## src/rtl/controle_irrigacao.sv

```systemverilog
// Irrigation valve controller: drip / sprinkler bursts with soak pause,
// fault lockout on low tank or invalid moisture, burst counter.
module controle_irrigacao #(
    parameter int N_GOT   = 8,
    parameter int N_ASP   = 4,
    parameter int N_PAUSA = 2
) (
    input  logic       clk,
    input  logic       rst,
    input  logic       f_gotejar,
    input  logic       f_aspersao,
    input  logic [1:0] umidade,
    input  logic       tanque_baixo,
    input  logic       rearme,
    output logic       valvula_got,
    output logic       valvula_asp,
    output logic       erro,
    output logic [2:0] estado,
    output logic [7:0] ciclos
);

    typedef enum logic [2:0] {
        OCIOSO     = 3'b000,
        GOTEJANDO  = 3'b001,
        ASPERSANDO = 3'b010,
        PAUSA      = 3'b011,
        ERRO       = 3'b100
    } state_t;

    localparam logic [7:0] L_GOT   = 8'(N_GOT);
    localparam logic [7:0] L_ASP   = 8'(N_ASP);
    localparam logic [7:0] L_PAUSA = 8'(N_PAUSA);

    localparam logic [1:0] UM_SECO   = 2'b00;
    localparam logic [1:0] UM_MEDIO  = 2'b01;
    localparam logic [1:0] UM_INVAL  = 2'b10;
    localparam logic [1:0] UM_MOLHADO = 2'b11;

    // bit map: 0 f_got, 1 f_asp, 3:2 umidade, 4 tanque, 5 rearme
    logic [5:0] w_in;
    logic [5:0] r_s1;
    logic [5:0] r_s2;

    logic r_got_d;
    logic r_asp_d;
    logic r_tick_got;
    logic r_tick_asp;

    state_t     r_state;
    state_t     w_next;
    logic [7:0] r_cnt;
    logic [7:0] w_cnt;
    logic [7:0] w_cnt_p1;
    logic [7:0] r_ciclos;
    logic       w_inc;

    logic       r_vg;
    logic       r_va;
    logic       r_erro;

    logic [1:0] w_um;
    logic       w_tb;
    logic       w_rearme;
    logic       w_fault;

    assign w_in = {rearme, tanque_baixo, umidade, f_aspersao, f_gotejar};

    always_ff @(posedge clk or negedge rst) begin
        if (!rst) begin
            r_s1 <= '0;
            r_s2 <= '0;
        end else begin
            r_s1 <= w_in;
            r_s2 <= r_s1;
        end
    end

    // Tick pulses are registered so every decision sees a clean one-cycle strobe
    always_ff @(posedge clk or negedge rst) begin
        if (!rst) begin
            r_got_d    <= 1'b0;
            r_asp_d    <= 1'b0;
            r_tick_got <= 1'b0;
            r_tick_asp <= 1'b0;
        end else begin
            r_got_d    <= r_s2[0];
            r_asp_d    <= r_s2[1];
            r_tick_got <= r_s2[0] & ~r_got_d;
            r_tick_asp <= r_s2[1] & ~r_asp_d;
        end
    end

    assign w_um     = r_s2[3:2];
    assign w_tb     = r_s2[4];
    assign w_rearme = r_s2[5];
    assign w_fault  = w_tb | (w_um == UM_INVAL);
    assign w_cnt_p1 = r_cnt + 8'd1;

    always_comb begin
        w_next = r_state;
        w_cnt  = r_cnt;
        if (w_fault) begin
            w_next = ERRO;
            w_cnt  = '0;
        end else begin
            case (r_state)
                OCIOSO: begin
                    w_cnt = '0;
                    if (w_um == UM_SECO)
                        w_next = ASPERSANDO;
                    else if (w_um == UM_MEDIO)
                        w_next = GOTEJANDO;
                end
                GOTEJANDO: begin
                    if (w_um == UM_MOLHADO) begin
                        w_next = PAUSA;
                        w_cnt  = '0;
                    end else if (r_tick_got) begin
                        if (w_cnt_p1 == L_GOT) begin
                            w_next = PAUSA;
                            w_cnt  = '0;
                        end else begin
                            w_cnt = w_cnt_p1;
                        end
                    end
                end
                ASPERSANDO: begin
                    if (w_um == UM_MOLHADO) begin
                        w_next = PAUSA;
                        w_cnt  = '0;
                    end else if (r_tick_asp) begin
                        if (w_cnt_p1 == L_ASP) begin
                            w_next = PAUSA;
                            w_cnt  = '0;
                        end else begin
                            w_cnt = w_cnt_p1;
                        end
                    end
                end
                PAUSA: begin
                    if (r_tick_got) begin
                        if (w_cnt_p1 == L_PAUSA) begin
                            w_next = OCIOSO;
                            w_cnt  = '0;
                        end else begin
                            w_cnt = w_cnt_p1;
                        end
                    end
                end
                ERRO: begin
                    if (w_rearme) begin
                        w_next = OCIOSO;
                        w_cnt  = '0;
                    end
                end
                default: begin
                    w_next = ERRO;
                    w_cnt  = '0;
                end
            endcase
        end
    end

    // One increment per entry, however PAUSA was reached
    assign w_inc = (w_next == PAUSA) && (r_state != PAUSA);

    always_ff @(posedge clk or negedge rst) begin
        if (!rst) begin
            r_state  <= OCIOSO;
            r_cnt    <= '0;
            r_ciclos <= '0;
            r_vg     <= 1'b0;
            r_va     <= 1'b0;
            r_erro   <= 1'b0;
        end else begin
            r_state <= w_next;
            r_cnt   <= w_cnt;
            if (w_inc && (r_ciclos != 8'hFF))
                r_ciclos <= r_ciclos + 8'd1;
            r_vg   <= (w_next == GOTEJANDO);
            r_va   <= (w_next == ASPERSANDO);
            r_erro <= (w_next == ERRO);
        end
    end

    assign valvula_got = r_vg;
    assign valvula_asp = r_va;
    assign erro        = r_erro;
    assign estado      = r_state;
    assign ciclos      = r_ciclos;

endmodule

```

## config.mk

```make
export PLATFORM = sky130hd
export DESIGN_NAME = controle_irrigacao
export DESIGN_NICKNAME = d
export VERILOG_FILES = /design/src/rtl/controle_irrigacao.sv
export SDC_FILE = /design/constraint.sdc
export NUM_CORES = 1
export LEC_CHECK = 0
export ABC_AREA = 1
export BUFFER_PORTS_ARGS = -buffer_cell sky130_fd_sc_hd__buf_2
export CORE_UTILIZATION = 57
export DETAILED_ROUTE_END_ITERATION = 10
export PLACE_DENSITY = 0.78
export SLEW_MARGIN = 20
export SYNTH_ARGS = -nofsm -noshare
export SYNTH_HDL_FRONTEND = slang
export SYNTH_SLANG_ARGS = --single-unit
```

## constraint.sdc

```tcl
create_clock -name clk -period 2.4 [get_ports clk]
set_input_delay 0.12 -clock clk [delete_from_list [all_inputs] [get_ports clk]]
set_output_delay 0.12 -clock clk [all_outputs]
set_load 0.02 [all_outputs]
```

Word level (Yosys, flattened, before mapping)
Index checks and enable logic that the tools add are counted.
Operators by class
  multiplexer cells: 24
  eq/ne operators: 20
  bitwise logic cells: 5
  reductions and logical operators: 5
  add/subtract/negate cells: 2
Operators by type and width (number)
  $mux W8: 10
  $mux W3: 12
  $pmux W8 S4: 1
  $add A8 B1 Y8 const B: 2
  $pmux W3 S5: 1
  $eq A3 B2 Y1 const B: 4
  $eq A8 B2 Y1 const B: 1
  $eq A8 B3 Y1 const B: 1
  $eq A8 B4 Y1 const B: 1
  $ne A4 B4 Y1 const B: 2
  $ne A8 B8 Y1 const B: 1
  $eq A3 B1 Y1 const B: 2
  $eq A3 B3 Y1 const B: 2
  $ne A3 B3 Y1 const B: 2
  $eq A2 B2 Y1 const B: 2
  $reduce_and A4 Y1: 1
  $logic_not A3 Y1: 1
  $ne A3 B2 Y1 const B: 1
  $and A1 B1 Y1: 2
  $eq A2 B1 Y1 const B: 1
  $logic_and A1 B1 Y1: 2
  $logic_not A2 Y1: 1
  $not A1 Y1: 2
  $or A1 B1 Y1: 1
Word-level totals
  input bits: 8
  output and inout port bits: 14
  register bits: 38
  logic and storage cells: 68

Longest topological paths before layout
  depth after elaboration: 10
  gate-level depth with buffers: 16
  mapped depth without buffers: 16

Worst setup path after synthesis
No wires, ideal clock.
  path kind: register -> register
  start: register r_cnt[0]
  end: register r_ciclos[6] (netlist: ciclos[6])
  data required time: 2.283 ns
  cell stages (with the launch flop): 14
  setup time: 0.117 ns
  slack: 0.621 ns
  buffers on the path: 0
  period minus slack after synthesis: 1.779 ns
  arrival: 1.662 ns
  path through: dfrtp_1 > ha_1 > nand3_1 > nand2_1 > nand2_2 > nand3_2 > nor2_4 > nand3_1 > nand2_1 > nand2_1 > nand2_2 > nand4_2 > nand2_1 > nand2_1
Between the ends
  longest elaborated chain between the ends: 10
  elaborated cells on any way between the ends: 17
  those cells by class: add/sub (1); eq/ne (4); mux (10); reduce/logical (2)
Ends and longest elaborated chain
  from (decl): line 51  | logic [7:0] r_cnt;
  from (signal assigned): line 177  | r_cnt <= w_cnt;
  $add A8 B1 Y8 *: line 97  | assign w_cnt_p1 = r_cnt + 8'd1;
  $eq A8 B3 Y1 / $eq A8 B4 Y1 (equally long branches): line 132, 119
  $mux W3, on equally long branches: line 132, 119
  $mux W3, on equally long branches: line 131, 118
  $mux W3, on equally long branches: line 128, 115
  $pmux W3 S5 *: line 106  | case (r_state)
  $mux W3 *: line 102  | if (w_fault) begin
  $eq A3 B2 Y1 *: line 165  | assign w_inc = (w_next == PAUSA) && (r_state != PAUSA);
  $logic_and A1 B1 Y1 *: line 165
  $logic_and A1 B1 Y1 *: line 178  | if (w_inc && (r_ciclos != 8'hFF))
  to (signal assigned): line 179  | r_ciclos <= r_ciclos + 8'd1;
  to (decl): line 54  | logic [7:0] r_ciclos;
Mark *: on every way between the ends. The rest lies on a longest branch, timed or not.
A chain may end at the register's enable or synchronous reset.

Final worst setup path
  start: register r_cnt[1]
  end: register r_ciclos[3] (netlist: ciclos[3])
The elaborated chain is that of the path after synthesis.

==> flow_summary_export.csv <==
group,metric,value,unit
run_status,status,"complete, no violations",
floorplanning,fp.dieW,58.50,um
floorplanning,rows,20,
logic_synthesis,synth_top_area_cell,"dfrtp_1",
sta,finalClockSkew,0.001892,ns
logic_synthesis,synthFlopType,"dfrtp_1",
global_route,grt_pass1_wl,5.423,mm
floorplanning,io_pins,22,
critical_path,worstSetupPathType,"register to register",
logic_synthesis,ys_ff_latch,38,
sta,max_freq,496.5,MHz
sta,fin_crit_sh,83.92,%
logic_synthesis,yosysSeqAreaShare,52.27,%
place,place.gp.congestion,0.8617,
drt,num_vias,1434,
critical_path,crit_fanout,8,
cts,htree_levels,2,
drt,ant_nets,0,
cts,root_buffer,"clkbuf_4",
power,switching_share,21.01,%
finish,antennaDiodeCount,0,
logic_synthesis,synth_cell_type_count,24,
floorplanning,fp.dieH,58.50,um
place,placedCellCount,283,
min_path,hold_path_depth,0,
finish,n_fill_cell,232,
logic_synthesis,synth-async-reset-ratio,100.0,%
sta,rsz0062_at_grt,"false",
drt,drtIter0Drc,53,
finish,final_util,71.45,%
power,p_int,1.011,mW
global_route,grt_pass1_vias,1317,
logic_synthesis,synth_nets,228,
critical_path,crit_required,2.64,ns
cts,clockBufferDepth,2,
cts,clk_pin_slew,0.11,ns
global_route,grt_max_degree,39,
critical_path,start_kind,"register",
logic_synthesis,synth-edff-count,0,
critical_path,worst_setup_path_end_kind,"register",
logic_synthesis,synth_cells,217,
drt,vias_per_cell,4.812,
power,power.leakage,1.139,nW
finish,fin_nets,264,
finish,drive_gt1_share,17.32,%
critical_path,worst_r2r_path_depth,14,
floorplanning,coreArea,0.003028,mm2
global_route,grt_usage,21.56,%
logic_synthesis,synth_top_area_share,52.27,%
logic_synthesis,yosys_warnings,0,
sta,finalSetupViolations,0,
finish,final_cells,298,
power,p_switching,0.2688,mW
logic_synthesis,ys_top_cells_by_area,"dfrtp_1, nand2_1, inv_1, nand3_1, nor2_1",
global_route,overflow,0,
floorplanning,start_util,60.08,%
sta,period_minus_slack,2.014,ns
flow_run,maxCapViolCount,0,
drt,wl,3.226,mm
power,sequentialPowerShare,52.4,%
logic_synthesis,syn_area_per_cell,8.384,um2
power,p_per_area,591.5,mW/mm2
drt,wire_per_inst,10.83,um
critical_path,worstPathArrival,2.25,ns
cts,cts_buffers,5,
cts,cts_tree,"yes",
place,place.port_buffers,21,
power,clkPwrFrac,41.8,%
cts,numClockSinks,38,
sta,worst_pin_slew,0.8219,ns
min_path,hp-class,"register to register",
sta,tns,0,ns
power,irDropWorstVdd,484.0,uV
sta,drv_slew,0,
sta,slew_headroom,45.21,%
logic_synthesis,synth.cell_area,0.001819,mm2
power,finalPower,1.280,mW
power,p_comb_share,5.8,%
global_route,antenna_found_initial,0,
finish,area_delta_synth_final,18.91,%
cts,clkLatencyLatePin,0.33,ns
drt,route.detailed.drc,0,
place,pre_cts_ws,0.3935,ns
drt,firstDrtPassIters,4,
floorplanning,die-area,0.003422,mm2
place,dpl.hpwl,2.288,mm
sta,final-hold-violation-count,0,
sta,fin_ws,0.3859,ns
critical_path,r2r_slack,0.39,ns
## path summary, 6_finish.rpt
path | from | to
max reg2reg | r_cnt[1]$_DFFE_PN0P_ | ciclos[3]$_DFFE_PN0P_
min reg2reg | r_s1[3]$_DFF_PN0_ | r_s2[3]$_DFF_PN0_
min in group asynchronous | rst | r_cnt[5]$_DFFE_PN0P_
max in group asynchronous | rst | ciclos[7]$_DFFE_PN0P_
min | r_s1[3]$_DFF_PN0_ | r_s2[3]$_DFF_PN0_
max | r_cnt[1]$_DFFE_PN0P_ | ciclos[3]$_DFFE_PN0P_
## layout by cell type, fill, tap and decap left out, types with 2 or more instances in the layout
cell and count:
nand3_1 17, bufinv_16 2, nand2_2 6, inv_1 28
buf_2 21, nor2_2 3, nor3_1 4, o22ai_1 4
ha_1 3, nor2_4 2, clkbuf_4 5, nand3_2 2
o211ai_1 2, nor2_1 18, o21ai_0 5, xor2_1 6
dfrtp_1 38, nand2_1 70, dlygate4sd3_1 7
## synth_stat cells, types with 2 or more instances
cell / count
nand2_1: 70
dfrtp_1: 38
inv_1: 28
nor2_1: 18
nand3_1: 17
nand2_2: 6
xor2_1: 6
o21ai_0: 5
nor3_1: 4
o22ai_1: 4
ha_1: 3
nor2_2: 3
nand3_2: 2
nor2_4: 2
o211ai_1: 2
## layout make-up
class,instances,area [um2],area share [%]
clock buffers,5,37.54,1.735
clock inverters,3,68.82,3.181
inverters,28,105.1,4.858
multi-input cells,151,763.2,35.28
flip-flops and latches,38,950.9,43.96
well taps,44,55.05,2.545
repair buffers,29,182.7,8.444
## per-layer routing
| metal | part of all wire (%) | GRT usage, % | vias up |
|---|---|---|---|
| met5 | 0 | 0 | - |
| met4 | 1.7 | 8.844 | 0 |
| met1 | 47 | 26.62 | 644 |
| li1 | - | - | 762 |
| met3 | 3.0 | 6.154 | 6 |
| met2 | 48 | 35.80 | 22 |
## through the flow
stage	hold slack (ns)	cell area, um2
after floorplan	-0.1756	1819
after global placement	0.2279	1987
after detailed placement	0.2293	1987
after CTS	0.3679	2163
after global routing	0.3795	2163
final	0.3623	2163
## critical path: stages, from the launching register on
cell	delay [ns]
dfrtp_1	0.41
ha_1	0.23
nand2_2	0.08
nor2_2	0.10
nand2_1	0.07
nand2_2	0.08
nand3_2	0.10
nor2_4	0.14
nand3_1	0.08
nand2_1	0.06
nand2_1	0.05
nand2_2	0.11
nand4_2	0.23
nand2_1	0.12
nand2_1	0.06
## power by group through the flow
stage,Combinational (mW),Clock [mW],Sequential (mW)
2_1_floorplan,0.0285,0,0.688
3_3_place_gp,0.0651,0,0.682
3_5_place_dp,0.0659,0,0.683
4_1_cts,0.0748,0.545,0.671
5_1_grt,0.0837,0.572,0.673
6_report,0.0743,0.535,0.671
## flip-flops by register name (all words and copies together) (netlist names)
signal / cells
ciclos: 8
erro: 1
estado: 3
r_asp_d: 1
r_cnt: 8
r_got_d: 1
r_s1: 6
r_s2: 6
r_tick_asp: 1
r_tick_got: 1
valvula_asp: 1
valvula_got: 1
## timing repair
action | in CTS | in global routing
hold buffers | 7 | 0
endpoints found under the hold margin | 44 | 0
buffers inserted | 0 | 0
gates resized for setup | 0 | 0
## logic make-up after synthesis
logic type	count (synthesis)	share of synthesized area, %
compound gates	16	5.708
simple gates	125	30.81
xor+xnor	7	3.370
flops	38	52.27
fa+ha+maj	3	2.063
buf+inv	28	5.777
No activity file was read; power rests on OpenSTA's default activity.
